**src/rtl/ex_mem_stage.sv**
```systemverilog
// EX/MEM pipeline register: captures the EX results, resolves branches against
// the architectural NZ flags and zeroes memory and writeback controls on misaligned accesses.
module ex_mem_stage (
  input  logic               i_clk,
  input  logic               i_rst,
  input  logic               i_valid,
  input  logic signed [63:0] i_ALURes,
  input  logic               i_Z,
  input  logic               i_N,
  input  logic        [63:0] i_rt_data,
  input  logic        [4:0]  i_rd,
  input  logic        [63:0] i_branch_target,
  input  logic               i_MemRead,
  input  logic               i_MemWrite,
  input  logic               i_RegWrite,
  input  logic               i_MemToReg,
  input  logic               i_set_flags,
  input  logic        [2:0]  i_branch_type,
  input  logic               i_stall,
  input  logic               i_flush,
  output logic               o_ready,
  output logic               o_valid,
  output logic        [63:0] o_ALURes,
  output logic        [63:0] o_rt_data,
  output logic        [4:0]  o_rd,
  output logic               o_MemRead,
  output logic               o_MemWrite,
  output logic               o_RegWrite,
  output logic               o_MemToReg,
  output logic               o_take_branch,
  output logic        [63:0] o_branch_target,
  output logic               o_flag_Z,
  output logic               o_flag_N,
  output logic               o_misalign
);

  localparam logic [2:0] BR_NONE = 3'd0;
  localparam logic [2:0] BR_B    = 3'd1;
  localparam logic [2:0] BR_CBZ  = 3'd2;
  localparam logic [2:0] BR_CBNZ = 3'd3;
  localparam logic [2:0] BR_EQ   = 3'd4;
  localparam logic [2:0] BR_NE   = 3'd5;
  localparam logic [2:0] BR_LT   = 3'd6;
  localparam logic [2:0] BR_GE   = 3'd7;

  logic        r_valid;
  logic [63:0] r_ALURes;
  logic [63:0] r_rt_data;
  logic [4:0]  r_rd;
  logic        r_MemRead;
  logic        r_MemWrite;
  logic        r_RegWrite;
  logic        r_MemToReg;
  logic        r_take_branch;
  logic [63:0] r_branch_target;
  logic        r_flag_Z;
  logic        r_flag_N;
  logic        r_misalign;

  logic w_cond;
  logic w_misalign;
  logic w_mem_ok;

  // Conditional branches read the flags as they stood before this edge, so a
  // flag-setting instruction never steers its own branch.
  always_comb begin
    w_cond = 1'b0;
    case (i_branch_type)
      BR_NONE: w_cond = 1'b0;
      BR_B:    w_cond = 1'b1;
      BR_CBZ:  w_cond = i_Z;
      BR_CBNZ: w_cond = ~i_Z;
      BR_EQ:   w_cond = r_flag_Z;
      BR_NE:   w_cond = ~r_flag_Z;
      BR_LT:   w_cond = r_flag_N;
      BR_GE:   w_cond = ~r_flag_N;
      default: w_cond = 1'b0;
    endcase
  end

  assign w_misalign = i_valid & (i_MemRead | i_MemWrite) & (i_ALURes[2:0] != 3'd0);
  assign w_mem_ok   = i_valid & ~w_misalign;

  always_ff @(posedge i_clk) begin
    if (i_rst) begin
      r_valid         <= 1'b0;
      r_ALURes        <= 64'd0;
      r_rt_data       <= 64'd0;
      r_rd            <= 5'd0;
      r_MemRead       <= 1'b0;
      r_MemWrite      <= 1'b0;
      r_RegWrite      <= 1'b0;
      r_MemToReg      <= 1'b0;
      r_take_branch   <= 1'b0;
      r_branch_target <= 64'd0;
      r_flag_Z        <= 1'b0;
      r_flag_N        <= 1'b0;
      r_misalign      <= 1'b0;
    end else if (i_flush) begin
      // Data fields and flags are left as they were; only side-effecting bits die.
      r_valid       <= 1'b0;
      r_MemRead     <= 1'b0;
      r_MemWrite    <= 1'b0;
      r_RegWrite    <= 1'b0;
      r_take_branch <= 1'b0;
      r_misalign    <= 1'b0;
    end else if (!i_stall) begin
      r_valid         <= i_valid;
      r_ALURes        <= i_ALURes;
      r_rt_data       <= i_rt_data;
      r_rd            <= i_rd;
      r_MemToReg      <= i_MemToReg;
      r_branch_target <= i_branch_target;
      r_MemRead       <= w_mem_ok & i_MemRead;
      r_MemWrite      <= w_mem_ok & i_MemWrite;
      r_RegWrite      <= w_mem_ok & i_RegWrite;
      r_take_branch   <= i_valid & w_cond;
      r_misalign      <= w_misalign;
      if (i_valid && i_set_flags) begin
        r_flag_Z <= i_Z;
        r_flag_N <= i_N;
      end
    end
  end

  assign o_ready         = ~i_stall;
  assign o_valid         = r_valid;
  assign o_ALURes        = r_ALURes;
  assign o_rt_data       = r_rt_data;
  assign o_rd            = r_rd;
  assign o_MemRead       = r_MemRead;
  assign o_MemWrite      = r_MemWrite;
  assign o_RegWrite      = r_RegWrite;
  assign o_MemToReg      = r_MemToReg;
  assign o_take_branch   = r_take_branch;
  assign o_branch_target = r_branch_target;
  assign o_flag_Z        = r_flag_Z;
  assign o_flag_N        = r_flag_N;
  assign o_misalign      = r_misalign;

endmodule

```
**config.mk**
```make
export PLATFORM = sky130hd
export DESIGN_NAME = ex_mem_stage
export DESIGN_NICKNAME = d
export VERILOG_FILES = /design/src/rtl/ex_mem_stage.sv
export SDC_FILE = /design/constraint.sdc
export NUM_CORES = 1
export LEC_CHECK = 0
export BUFFER_PORTS_ARGS = -buffer_cell sky130_fd_sc_hd__buf_2
export CAP_MARGIN = 40
export CORE_AREA = 3 3 164 166
export CTS_BUF_LIST = sky130_fd_sc_hd__clkbuf_4
export CTS_CLUSTER_SIZE = 12
export DETAILED_ROUTE_END_ITERATION = 8
export DIE_AREA = 0 0 167 169
export PLACE_DENSITY = 0.68
export SLEW_MARGIN = 10
export SYNTH_ARGS = -nofsm -noshare
export SYNTH_HDL_FRONTEND = slang
export SYNTH_SLANG_ARGS = --single-unit
```
**constraint.sdc**
```tcl
create_clock -name i_clk -period 0.9 [get_ports i_clk]
set_input_delay 0.09 -clock i_clk [delete_from_list [all_inputs] [get_ports i_clk]]
set_output_delay 0.09 -clock i_clk [all_outputs]
set_load 0.01 [all_outputs]
```
==> tab_implementation.tex <==
\begin{tabular}{lr}
\hline
Metric & Value \\
\hline
\multicolumn{2}{l}{\textbf{Logic synthesis}} \\
\quad List of most frequent post-synthesis cells & sky130\_fd\_sc\_hd\_\_nand2\_1 (398), sky130\_fd\_sc\_hd\_\_dfxtp\_1 (206), sky130\_fd\_sc\_hd\_\_a21oi\_1 (201) \\
\quad Number of synthesized flops with an enable pin & 0 \\
\quad Sequential cell area fraction in the yosys report & 57.3\% \\
\quad Post-synthesis instance area & 7190 um2 \\
\quad Number of distinct library cells after synthesis & 26 \\
\quad Dominant register cell in the synthesized netlist & sky130\_fd\_sc\_hd\_\_dfxtp\_1 \\
\quad Gate count after technology mapping & 900 \\
\quad Ranking of synthesized cells by area & sky130\_fd\_sc\_hd\_\_dfxtp\_1 (57\%), sky130\_fd\_sc\_hd\_\_nand2\_1 (21\%), sky130\_fd\_sc\_hd\_\_a21oi\_1 (14\%) \\
\quad Post-synthesis area per instance & 7.99 um2 \\
\quad Top-area cell type share of the netlist area & 57.3\% \\
\quad Number of storage elements in the synthesis netlist & 206 \\
\quad Yosys Warn Count & 0 \\
\quad Synthesized Nets & 1112 \\
\quad Top cell type by total area after synthesis & sky130\_fd\_sc\_hd\_\_dfxtp\_1 \\
\quad Most frequently used cell type in the post-synthesis netlist & sky130\_fd\_sc\_hd\_\_nand2\_1 \\
\quad Async S/R FF share, synth & 0\% \\
\multicolumn{2}{l}{\textbf{Route}} \\
\quad Vias & 9787 \\
\quad Starting DRT DRC Count & 701 \\
\quad DRC viols & 0 \\
\quad Wirelength per Cell & 17.7 um \\
\quad First-pass detailed-route iteration total & 8 \\
\quad Routed wire length & 35.6 mm \\
\quad Detailed-route vias per instance & 4.86 \\
\quad Remaining antenna violation count after routing & 0 \\
\multicolumn{2}{l}{\textbf{Setup path}} \\
\quad Crit Path Class & reg -> out \\
\quad Flop-to-flop setup slack & -100 ps \\
\quad Worst EP arrival & 1130 ps \\
\quad Largest fanout of any net on the critical path & 2 \\
\quad Largest stage delay, worst path & 370 ps \\
\quad Nature of the critical path endpoint & primary output \\
\quad Critical path buffer and inverter count & 1 \\
\quad Source of the worst register-to-register timing path & o\_flag\_N \\
\quad Worst Reg-to-Reg Cells & 4 \\
\quad Critical Path Start Type & register \\
\quad Kind of cell adding the most delay to the critical path & flip-flops \\
\quad Required time of the critical path & 810 ps \\
\quad Cells along the critical path & buf\_6 \\
\quad Worst reg2reg path endpoint & o\_take\_branch \\
\quad Slowest stage cell, crit path & sky130\_fd\_sc\_hd\_\_dfxtp\_4 \\
\multicolumn{2}{l}{\textbf{Timing}} \\
\quad Remaining max-slew budget at the tightest pin & 70.1\% \\
\quad Post-route worst setup slack & -317 ps \\
\quad Final Hold Viols & 1 \\
\quad Clock period minus worst slack & 1220 ps \\
\quad Final clock period utilization by the worst path & 135\% \\
\quad Final Slew Violations & 0 \\
\quad Fin Hold WS & -7.32 ps \\
\quad Tightest Pin Transition & 449 ps \\
\quad Total negative slack & -56270 ps \\
\quad Max Fclk & 822 MHz \\
\quad Setup repair after global routing missed its margin & true \\
\quad Final setup violation count & 220 \\
\quad Worst Clk Skew & 1.64 ps \\
\multicolumn{2}{l}{\textbf{Global route}} \\
\quad Total congestion overflow & 0 \\
\quad Overall Global Routing Usage & 22.4\% \\
\quad Global-route wire length before repair & 52.4 mm \\
\quad Via count of the first global-routing pass & 10286 \\
\quad Pin count of the biggest net entering global routing & 96 \\
\quad Antenna violations before repair & 1 \\
\multicolumn{2}{l}{\textbf{Floorplan}} \\
\quad Vertical die dimension & 169 um \\
\quad Core Rows & 59 \\
\quad Ports placed on the boundary & 419 \\
\quad Starting density of the core & 27.9\% \\
\quad Floorplan die width & 167 um \\
\quad Core footprint & 25800 um2 \\
\quad Die Outline Area & 28200 um2 \\
\multicolumn{2}{l}{\textbf{Place}} \\
\quad RePlAce Congestion & 0.820 \\
\quad Port Buf Inserts & 418 \\
\quad Half-perimeter wire length of the detailed placement result & 17.3 mm \\
\quad Worst setup slack after placement & -279 ps \\
\multicolumn{2}{l}{\textbf{Clock network}} \\
\quad Worst-case clock buffer depth & 3 \\
\quad H-tree levels & 2 \\
\quad TritonCTS clock tree & done \\
\quad TritonCTS sink count & 206 \\
\quad Buffer cell driving the clock tree root & sky130\_fd\_sc\_hd\_\_clkbuf\_4 \\
\quad Clock latency on the worst-skew pair & 620 ps \\
\quad Clock buffer count from CTS & 55 \\
\quad Clock slew at reported path FFs & 70 ps \\
\quad Number of hold-repair buffers added at the cts stage & 233 \\
\multicolumn{2}{l}{\textbf{Worst hold path}} \\
\quad Endpoint of the worst hold-timing path & o\_branch\_target[63] \\
\quad Worst hold path startpoint & i\_stall \\
\quad Worst min path class & in -> reg \\
\quad Number of instances on the worst hold path & 5 \\
\multicolumn{2}{l}{\textbf{Status}} \\
\quad Violated checks & negative hold slack, negative setup slack \\
\quad Status & finished with violations \\
\multicolumn{2}{l}{\textbf{Pwr}} \\
\quad Power Dens Cells & 1470 nW/um2 \\
\quad Power after layout & 22.0 mW \\
\quad Max IR drop VDD & 997 uV \\
\quad Static Leak & 6.62 nW \\
\multicolumn{2}{l}{\textbf{Cells and area}} \\
\quad Synth-to-layout area growth & 108\% \\
\quad Nets & 1861 \\
\quad Ratio of cells with drive above 1 in the final layout & 50.6\% \\
\multicolumn{2}{l}{\textbf{Flow run}} \\
\quad Max-cap violation count & 0 \\
\hline
\end{tabular}
routing by layer:
| layer | global-route usage (%) | share of wire, % | vias up |
|---|---|---|---|
| li1 | - | - | 4418 |
| met1 | 23.1 | 35 | 4528 |
| met2 | 40.2 | 50 | 661 |
| met3 | 7.47 | 9.4 | 180 |
| met4 | 12.2 | 6.0 | 0 |
| met5 | 0 | 0 | - |
worst max-delay path by stage:
stage                        startpoint  slack, ps                  end  depth (start not counted)
finish                    o_rt_data[39]       -320        o_rt_data[39]                          1
global route        o_branch_target[39]       -400  o_branch_target[39]                          1
CTS                       o_rt_data[39]       -380        o_rt_data[39]                          1
detailed placement              i_stall       -280        o_rt_data[33]                          5
global placement                i_stall       -250        o_rt_data[16]                          5
floorplan                       i_flush        -40         o_ALURes[10]                          6
worst reg2reg max path, stage by stage (launching register included):
cell and delay [ps]:
sky130_fd_sc_hd__dfxtp_2 340, sky130_fd_sc_hd__buf_6 120, sky130_fd_sc_hd__mux2i_4 170, sky130_fd_sc_hd__o21a_1 160, sky130_fd_sc_hd__o211ai_1 80
what timing repair did:
item	in CTS	in global routing
hold endpoints to repair	206	2
cloned	0	3
endpoints found under the setup margin	206	233
pin swaps	0	17
gates resized for setup	416	26
buffers inserted	6	59
layout by cell type, fill, tap and decap left out, types with 2 or more instances in the layout:
cell type / Yosys / final
sky130_fd_sc_hd__nor2_1: 6 / 6
sky130_fd_sc_hd__buf_12: 0 / 16
sky130_fd_sc_hd__o211ai_1: 2 / 2
sky130_fd_sc_hd__buf_4: 4 / 103
sky130_fd_sc_hd__buf_6: 12 / 209
sky130_fd_sc_hd__a32oi_1: 2 / 2
sky130_fd_sc_hd__dfxtp_2: 0 / 205
sky130_fd_sc_hd__clkbuf_16: 0 / 3
sky130_fd_sc_hd__clkbuf_4: 0 / 73
sky130_fd_sc_hd__a21oi_1: 201 / 187
sky130_fd_sc_hd__a21oi_2: 0 / 14
sky130_fd_sc_hd__nand2_1: 398 / 398
sky130_fd_sc_hd__dlygate4sd3_1: 0 / 214
sky130_fd_sc_hd__clkinv_2: 0 / 2
sky130_fd_sc_hd__mux2i_1: 3 / 2
sky130_fd_sc_hd__inv_1: 2 / 2
sky130_fd_sc_hd__buf_2: 17 / 211
sky130_fd_sc_hd__clkinv_1: 0 / 9
logic make-up after synthesis:
| kind of cell | Yosys count | synth area share (%) |
|---|---|---|
| muxes | 3 | 0.417 |
| DFF | 206 | 57.3 |
| AOI/OAI and AO/OA | 208 | 14.7 |
| buffers and inverters | 68 | 5.31 |
| and+or+nand+nor | 415 | 22.2 |
registers in the layout, summed over array words and instances (netlist names):
name,cells
o_take_branch,1
o_valid,1
o_flag_N,1
o_flag_Z,1
o_ALURes,64
o_MemWrite,1
o_RegWrite,1
o_branch_target,64
o_rt_data,64
o_rd,5
o_misalign,1
o_MemToReg,1
o_MemRead,1
metrics by stage:
| step | utilization (%) | instance area, um2 | std cells |
|---|---|---|---|
| final | 58.0 | 15000 | 2014 |
| after floorplan | - | 7210 | 900 |
| after global routing | 58.0 | 15000 | 2014 |
| after CTS | 56.2 | 14500 | 1968 |
| after global placement | 38.5 | 9920 | 1643 |
| after detailed placement | 38.5 | 9920 | 1643 |
final cells by class:
cell class / count / area (um2)
Fill cell: 1912 / 10800
Timing Repair Buffer: 758 / 6740
Sequential cell: 206 / 4380
Multi-Input combinational cell: 626 / 2780
Clock buffer: 73 / 548
Tap cell: 335 / 419
Clock inverter: 13 / 77.6
Inverter: 2 / 7.51
Antenna cell: 1 / 2.50
report_power, final:
part	switching, mW	internal (mW)
logic	1.74	2.37
registers	0.326	9.61
clock network	3.94	3.99
Power figures use the tool's default switching activity.
